<file path="config.mk">
export PLATFORM = sky130hd
export DESIGN_NAME = life_cell_gen
export DESIGN_NICKNAME = d
export VERILOG_FILES = /design/src/rtl/life_pkg.sv /design/src/rtl/nbr_popcount.sv /design/src/rtl/life_cell_gen.sv
export SDC_FILE = /design/constraint.sdc
export NUM_CORES = 1
export LEC_CHECK = 0
export ABC_CLOCK_PERIOD_IN_PS = 7500
export CORE_MARGIN = 8
export CORE_UTILIZATION = 49
export DETAILED_ROUTE_END_ITERATION = 12
export GPL_ROUTABILITY_DRIVEN = 0
export PLACE_DENSITY = 0.93
export SLEW_MARGIN = 20
export SYNTH_ARGS = -nofsm -noshare
export SYNTH_HDL_FRONTEND = slang
export SYNTH_HIERARCHICAL = 1
export SYNTH_SLANG_ARGS = --single-unit
</file>
<file path="constraint.sdc">
create_clock -name i_clk -period 7.5 [get_ports i_clk]
set_input_delay 0.75 -clock i_clk [delete_from_list [all_inputs] [get_ports i_clk]]
set_output_delay 0.75 -clock i_clk [all_outputs]
set_load 0.02 [all_outputs]
</file>
<file path="src/rtl/life_pkg.sv">
// Shared types and constants for the life grid cells: cell state encoding,
// neighbour count width and the classic B3/S23 rule masks.
package life_pkg;

  typedef enum logic [1:0] {
    DEAD  = 2'd0,
    ALIVE = 2'd1,
    DYING = 2'd2
  } cell_state_t;

  localparam int NBR_N = 8;
  localparam logic [8:0] B3_MASK  = 9'b0_0000_1000;
  localparam logic [8:0] S23_MASK = 9'b0_0000_1100;

  function automatic logic [3:0] popcount8(input logic [NBR_N-1:0] v);
    logic [3:0] c;
    c = 4'd0;
    for (int k = 0; k < NBR_N; k++) begin
      c = c + {3'd0, v[k]};
    end
    return c;
  endfunction

endpackage

</file>
<file path="src/rtl/nbr_popcount.sv">
// Live-neighbour counter: number of set bits in the 8 neighbour alive lines.
// Purely combinational so the grid debug logic can reuse it.
module nbr_popcount
  import life_pkg::*;
(
  input  logic [NBR_N-1:0] i_nbr,
  output logic [3:0]       o_cnt
);

  assign o_cnt = popcount8(i_nbr);

endmodule

</file>
<file path="src/rtl/life_cell_gen.sv">
// One Game-of-Life pixel: programmable B/S rules, optional decay generations,
// saturating age counter and a setup mode with cursor-selected edge toggle.
module life_cell_gen
  import life_pkg::*;
#(
  parameter logic [8:0] BIRTH_MASK   = B3_MASK,
  parameter logic [8:0] SURVIVE_MASK = S23_MASK,
  parameter int         DECAY_STATES = 0,
  parameter int         AGE_W        = 4
) (
  input  logic             i_clk,
  input  logic             i_rst_n,
  input  logic [7:0]       i_nbr,
  input  logic             i_step,
  input  logic             i_setup,
  input  logic             i_light_sel,
  input  logic             i_toggle,
  output logic             o_alive,
  output logic             o_dying,
  output logic [AGE_W-1:0] o_age,
  output logic             o_changed
);

  localparam int DCNT_W = (DECAY_STATES > 0) ? $clog2(DECAY_STATES + 1) : 1;
  localparam logic [AGE_W-1:0]  AGE_MAX   = {AGE_W{1'b1}};
  localparam logic [DCNT_W-1:0] DCNT_ZERO = {DCNT_W{1'b0}};
  localparam logic [DCNT_W-1:0] DCNT_INIT = (DECAY_STATES > 0) ? DCNT_W'(DECAY_STATES - 1) : DCNT_ZERO;

  cell_state_t       r_state;
  logic [DCNT_W-1:0] r_dcnt;
  logic [AGE_W-1:0]  r_age;
  logic              r_toggle_q;
  logic              r_alive;
  logic              r_dying;
  logic              r_changed;

  cell_state_t       w_state_nxt;
  logic [DCNT_W-1:0] w_dcnt_nxt;
  logic [AGE_W-1:0]  w_age_nxt;
  logic [3:0]        w_cnt;
  logic              w_tog_rise;

  nbr_popcount u_popcount (
    .i_nbr (i_nbr),
    .o_cnt (w_cnt)
  );

  assign w_tog_rise = i_toggle & ~r_toggle_q;

  // Next-state: setup edits take precedence over a generation step.
  always_comb begin
    w_state_nxt = r_state;
    w_dcnt_nxt  = r_dcnt;
    w_age_nxt   = r_age;
    if (i_setup) begin
      if (r_state == DYING) begin
        w_state_nxt = DEAD;
        w_dcnt_nxt  = DCNT_ZERO;
      end else if (i_light_sel && w_tog_rise) begin
        w_state_nxt = (r_state == ALIVE) ? DEAD : ALIVE;
        w_age_nxt   = {AGE_W{1'b0}};
      end else begin
        w_state_nxt = r_state;
      end
    end else if (i_step) begin
      case (r_state)
        DEAD: begin
          if (BIRTH_MASK[w_cnt]) begin
            w_state_nxt = ALIVE;
            w_age_nxt   = {AGE_W{1'b0}};
          end else begin
            w_state_nxt = DEAD;
          end
        end
        ALIVE: begin
          if (SURVIVE_MASK[w_cnt]) begin
            w_age_nxt = (r_age == AGE_MAX) ? AGE_MAX : r_age + {{(AGE_W-1){1'b0}}, 1'b1};
          end else if (DECAY_STATES == 0) begin
            w_state_nxt = DEAD;
            w_age_nxt   = {AGE_W{1'b0}};
          end else begin
            w_state_nxt = DYING;
            w_dcnt_nxt  = DCNT_INIT;
            w_age_nxt   = {AGE_W{1'b0}};
          end
        end
        DYING: begin
          if (r_dcnt == DCNT_ZERO) begin
            w_state_nxt = DEAD;
          end else begin
            w_dcnt_nxt = r_dcnt - {{(DCNT_W-1){1'b0}}, 1'b1};
          end
        end
        default: begin
          w_state_nxt = DEAD;
          w_dcnt_nxt  = DCNT_ZERO;
          w_age_nxt   = {AGE_W{1'b0}};
        end
      endcase
    end else begin
      w_state_nxt = r_state;
    end
  end

  // State, counters, toggle history and registered LED outputs.
  always_ff @(posedge i_clk) begin
    if (!i_rst_n) begin
      r_state    <= DEAD;
      r_dcnt     <= DCNT_ZERO;
      r_age      <= {AGE_W{1'b0}};
      r_toggle_q <= 1'b0;
      r_alive    <= 1'b0;
      r_dying    <= 1'b0;
      r_changed  <= 1'b0;
    end else begin
      r_state    <= w_state_nxt;
      r_dcnt     <= w_dcnt_nxt;
      r_age      <= w_age_nxt;
      r_toggle_q <= i_toggle;
      r_alive    <= (w_state_nxt == ALIVE);
      r_dying    <= (w_state_nxt == DYING);
      r_changed  <= (w_state_nxt == ALIVE) != (r_state == ALIVE);
    end
  end

  assign o_alive   = r_alive;
  assign o_dying   = r_dying;
  assign o_age     = r_age;
  assign o_changed = r_changed;

endmodule

</file>
==> results of run 1 <==
==> cells in the mapped netlist, types with 2 or more instances <==
| master | count | area share |
|---|---|---|
| dfxtp_1 | 10 | 0.28 |
| nand2_1 | 5 | 0.026 |
| inv_1 | 11 | 0.058 |
| nand4_1 | 2 | 0.018 |
| nor3b_1 | 3 | 0.032 |
| nor2_1 | 4 | 0.021 |
| and2_1 | 2 | 0.018 |
| fa_1 | 4 | 0.11 |
| nand3_1 | 2 | 0.014 |
| ha_1 | 4 | 0.070 |
| o21ai_0 | 3 | 0.021 |
| nand2b_1 | 2 | 0.018 |
| a21oi_1 | 4 | 0.028 |
==> cells by family after synthesis <==
logic type                 count (synthesis)
and+or+nand+nor                           26
AOI/OAI and AO/OA                         20
buffers and inverters                     13
DFF                                       10
adders and majority gates                  8
muxes                                      2
xor gates and xnor gates                   1
==> critical path: stages <==
cell and delay, ns:
clkdlybuf4s50_1 0.43, fa_1 0.54, inv_1 0.05, fa_1 0.51, inv_1 0.05, ha_1 0.19, inv_1 0.07, fa_1 0.40
inv_1 0.06, nor3b_1 0.37, a311oi_1 0.22, o31a_1 0.34, a211oi_2 0.19
==> final timing paths <==
check	from	slack (ns)	endpoint
setup reg to reg	r_state[0]	6.00	o_age[3]
setup / recovery	i_nbr[3]	3.52	o_age[3]
hold reg to reg	o_age[1]	0.53	o_age[1]
hold / removal	o_age[1]	0.53	o_age[1]
==> per-layer routing <==
| layer | track usage | part of all wire | vias up |
|---|---|---|---|
| li1 | - | - | 329 |
| met1 | 0.1258 | 0.38 | 311 |
| met2 | 0.2195 | 0.50 | 23 |
| met3 | 0.06061 | 0.11 | 4 |
| met4 | 0.03689 | 0.013 | 0 |
| met5 | 0 | 0 | - |
==> final cells by class <==
type | instances | share of cell area
Timing Repair Buffer | 20 | 0.2108
Inverter | 12 | 0.04743
Tap cell | 15 | 0.01976
Sequential cell | 10 | 0.2108
Clock buffer | 3 | 0.02372
Multi-Input combinational cell | 57 | 0.4875
==> registers in the layout, summed over array words and instances, names as in the netlist <==
register,flops
o_age,4
o_alive,1
o_changed,1
o_dying,1
r_state,2
r_toggle_q,1
==> where the power goes <==
group	switching (mW)	internal, mW	leakage [nW]
Clock	0.0164	0.0184	0.0138
Sequential	0.00182	0.0557	0.0813
Combinational	0.0294	0.0298	0.277
==> metrics.csv, run 1 <==
metric,value,unit
outcome,"complete, no violations",
multi_input_area,462.9,um^2
ff2ff_path_depth,4,
ys.warnings.count,6,
grt_max_degree,11,
setup_ws,3.518,ns
min_period,3.982,ns
cts.htree.levels,1,
worstPathMaxFanout,4,
fin_crit_sh,0.5309,
first_iter_violations,7,
slew_headroom,0.7029,
insertedDiodeCount,0,
slew_violations,0,
holdWs,0.5253,ns
die_height,54.15,um
clk_latency,0.26,ns
grt_pass1_vias,652,
crit_arrival,4.16,ns
via_count,667,
wl_per_cell,14.29,um
p_leak,0.3717,nW
stdcell_count,117,
finalPower,0.1516,mW
cts-root-buf,clkbuf_4,
fmax,251.1,MHz
synth-adder-area-share,0.1825,
cts_buffers,3,
synth_edf_count,0,
fillers,106,
ys.flop_type,dfxtp_1,
crit_path_start_kind,primary input,
start_util,0.5347,
hold_viol,0,
tightestPinTransition,0.4427,ns
dieArea,2932,um^2
drt.antenna.violating_nets,0,
synth_area,713.2,um^2
grt_use_total,0.1241,
required,7.68,ns
yosys.area_share.xor_xnor,0.01228,
cts-resized-gates,0,
synthSimpleGateAreaFrac,0.2193,
avgSynthCellArea,8.915,um^2
nets,126,
post_cts_buffers,0,
regArea,200.2,um^2
die_x,54.15,um
maxCapViolations,0,
cts_tree,yes,
rows,13,
place_area,927.1,um^2
design_area,949.7,um^2
synth-compound-area-share,0.2053,
route.detailed.drc,0,
totalWireLength,1.672,mm
endpoint_kind,register,
vias_per_cell,5.701,
io-pin-count,21,
ys_seq_area_frac,0.2807,
async_flop_share,0,
worstHoldPathType,register to register,
antenna_found_initial,0,
power_density,159.6,nW/um^2
cts_max_path_buffers,2,
fin_skew,0.002275,ns
rsz0062_at_grt,no,
final_common_cell,clkdlybuf4s50_1,
layout_common_cells,"clkdlybuf4s50_1 (20), inv_1 (11), dfxtp_1 (10)",
clock-sinks,10,
tns,0,ns
muxShareOfSynthArea,0.02982,
synth_fp_nets,102,
yosysUniqueCellTypes,37,
synth_top_family_by_area,simple AND/OR/NAND/NOR gates,
firstDrtPassIters,4,
clkTransAtPathRegs,0.06,ns
hpwl,1.339,mm
cts_hold_buf,0,
ir_worst_vdd,127.8,uV
synth_seq_cells,10,
area_delta_synth_final,33.16,%
grt_overflow,0,
grt_pass1_wl,2.753,mm
worstSetupPathType,primary input to register,
hold_depth,2,
drive_above_1_share,0.08824,
dpl.cell_count,114,
post-place-ws,3.258,ns
io_buffers,20,
fin_util,0.7120,
final-setup-viol-count,0,
syn_inst,80,
core_area,1334,um^2
No activity file was read; power rests on OpenSTA's default activity.
==> run 2: changes to the inputs <==
ABC_CLOCK_PERIOD_IN_PS = 3600   (was 7500)
CORE_UTILIZATION = 41   (was 49)
PLACE_DENSITY = 0.85   (was 0.93)
clock period = 3.6 ns   (was 7.5 ns; I/O delays follow)
==> run 2 against run 1 <==
  * Die area rose by 14%
  * Cell count is 4.3% higher
  * Largest power group unchanged
  * Sequential share of layout area decreased by 0.93 points
  * Largest cell class unchanged
==> metrics.csv, run 2 (synthesis results as in run 1) <==
metric,value,unit,change
required,3.77,ns,was 7.68 ns
wl_per_cell,12.95,um,was 14.29 um
min_period,3.451,ns,
fmax,289.8,MHz,
io-pin-count,21,,unchanged
design_area,993.5,um^2,was 949.7 um^2
fin_util,0.5881,,was 0.7120
hold_viol,0,,unchanged
largest_reg_flops,4,,unchanged
firstDrtPassIters,4,,unchanged
insertedDiodeCount,0,,unchanged
fin_crit_sh,0.9585,,
totalWireLength,1.580,mm,was 1.672 mm
post_cts_buffers,0,,unchanged
clk_latency,0.28,ns,was 0.26 ns
via_count,664,,was 667
crit_arrival,3.62,ns,was 4.16 ns
io_buffers,20,,unchanged
rsz0062_at_grt,no,,unchanged
holdWs,0.5310,ns,was 0.5253 ns
start_util,0.4222,,was 0.5347
worstPathMaxFanout,4,,unchanged
setup_ws,0.1494,ns,was 3.518 ns
fin_skew,0.01275,ns,was 0.002275 ns
cts_tree,yes,,unchanged
vias_per_cell,5.443,,was 5.701
outcome,"complete, no violations",,unchanged
crit_buf_inv,7,,was 5
cts-root-buf,clkbuf_4,,unchanged
final_common_cell,clkdlybuf4s50_1,,unchanged
nets,128,,was 126
drive_above_1_share,0.1238,,was 0.08824
worstSetupPathType,primary input to register,,unchanged
die_height,57.71,um,was 54.15 um
grt_pass1_vias,686,,was 652
place_area,944.7,um^2,was 927.1 um^2
tightestPinTransition,0.4068,ns,was 0.4427 ns
slew_violations,0,,unchanged
ir_worst_vdd,260.5,uV,was 127.8 uV
grt_overflow,0,,unchanged
layout_common_cells,"clkdlybuf4s50_1 (20), inv_1 (11), dfxtp_1 (10)",,unchanged
drt.antenna.violating_nets,0,,unchanged
area_delta_synth_final,39.30,%,was 33.16%
cp_common_cell,inv_1,,unchanged
critPathMaxStageDelay,0.55,ns,was 0.54 ns
route.detailed.drc,0,,unchanged
tns,0,ns,unchanged
grt_pass1_wl,2.946,mm,was 2.753 mm
clock-sinks,10,,unchanged
slew_headroom,0.7279,,was 0.7029
crit_path_start_kind,primary input,,unchanged
rows,15,,was 13
final-setup-viol-count,0,,unchanged
cp_cell_sequence,"clkdlybuf4s50_1, fa_1, inv_1, fa_1, inv_1, ha_1, inv_1, fa_1, inv_1, nor3b_1, buf_4, a311oi_2, buf_4, nor2_1, a211oi_1",,"was clkdlybuf4s50_1, fa_1, inv_1, fa_1, inv_1, ha_1, inv_1, fa_1, inv_1, nor3b_1, a311oi_1, o31a_1, a211oi_2"
grt_max_degree,11,,unchanged
hpwl,1.287,mm,was 1.339 mm
worstHoldPathType,register to register,,unchanged
clkTransAtPathRegs,0.06,ns,about the same
first_iter_violations,6,,was 7
p_leak,0.3970,nW,was 0.3717 nW
dieArea,3330,um^2,was 2932 um^2
grt_use_total,0.1113,,was 0.1241
crit_family,adder cells,,unchanged
post-place-ws,-0.1424,ns,was 3.258 ns
power_density,364.6,nW/um^2,was 159.6 nW/um^2
maxCapViolations,0,,unchanged
antenna_found_initial,0,,unchanged
cts.htree.levels,1,,unchanged
cp_slowest_cell,fa_1,,unchanged
cts_buffers,3,,unchanged
endpoint_kind,register,,unchanged
die_x,57.71,um,was 54.15 um
core_area,1689,um^2,was 1334 um^2
cts_max_path_buffers,2,,unchanged
-- run 2: cell count changes in the layout (fill, tap and decap cells not counted), sizes merged --
cell    before  now
clkbuf       3    4
buf          0    2
-- run 2: repair_timing --
item	CTS	global route
hold buffers	0	0
endpoints found under the hold margin	0	0
endpoints found under the setup margin	0	1
gates resized for setup	0	2
-- run 2: worst paths after layout --
| path | start | to | slack (ns) | depth (start not counted) |
|---|---|---|---|---|
| setup reg to reg | r_state[0] | o_age[2] | 2.06 | 4 |
| hold reg to reg | o_age[1] | o_age[1] | 0.53 | 2 |
| hold / removal | o_age[1] | o_age[1] | 0.53 | 2 |
| setup / recovery | i_nbr[3] | o_age[2] | 0.15 | 15 |
-- run 2: where the power goes --
group | switching [mW] | internal [mW]
sequential | 0.00424 | 0.116
clock | 0.0429 | 0.0615
combinational | 0.0642 | 0.0734
-- run 2: area by class of cell --
cell class / instances / area [um^2]
fillers: 139 / 695.7
multi-input cells: 57 / 475.5
repair buffers: 22 / 215.2
flip-flops and latches: 10 / 200.2
inverters: 12 / 45.04
clock buffers: 4 / 36.28
well taps: 17 / 21.27
-- run 2: metal layers --
layer | up-vias | part of all wire | GRT usage
met4 | 0 | 0.029 | 0.07343
met3 | 5 | 0.061 | 0.03974
met5 | - | 0 | 0
met2 | 18 | 0.43 | 0.1592
met1 | 305 | 0.47 | 0.1365
li1 | 336 | - | -
-- run 2: tightest hold or removal path, cell delays in order (launching register included) --
cell and delay (ns):
dfxtp_1 0.33, o21ai_0 0.09, a21oi_1 0.06
-- run 2: per-stage QoR --
step           cells  power (mW)
2_1_floorplan     80      0.2042
3_3_place_gp     118      0.2483
3_5_place_dp     118      0.2538
4_1_cts          122      0.3603
5_1_grt          122      0.3891
6_report         122      0.3622
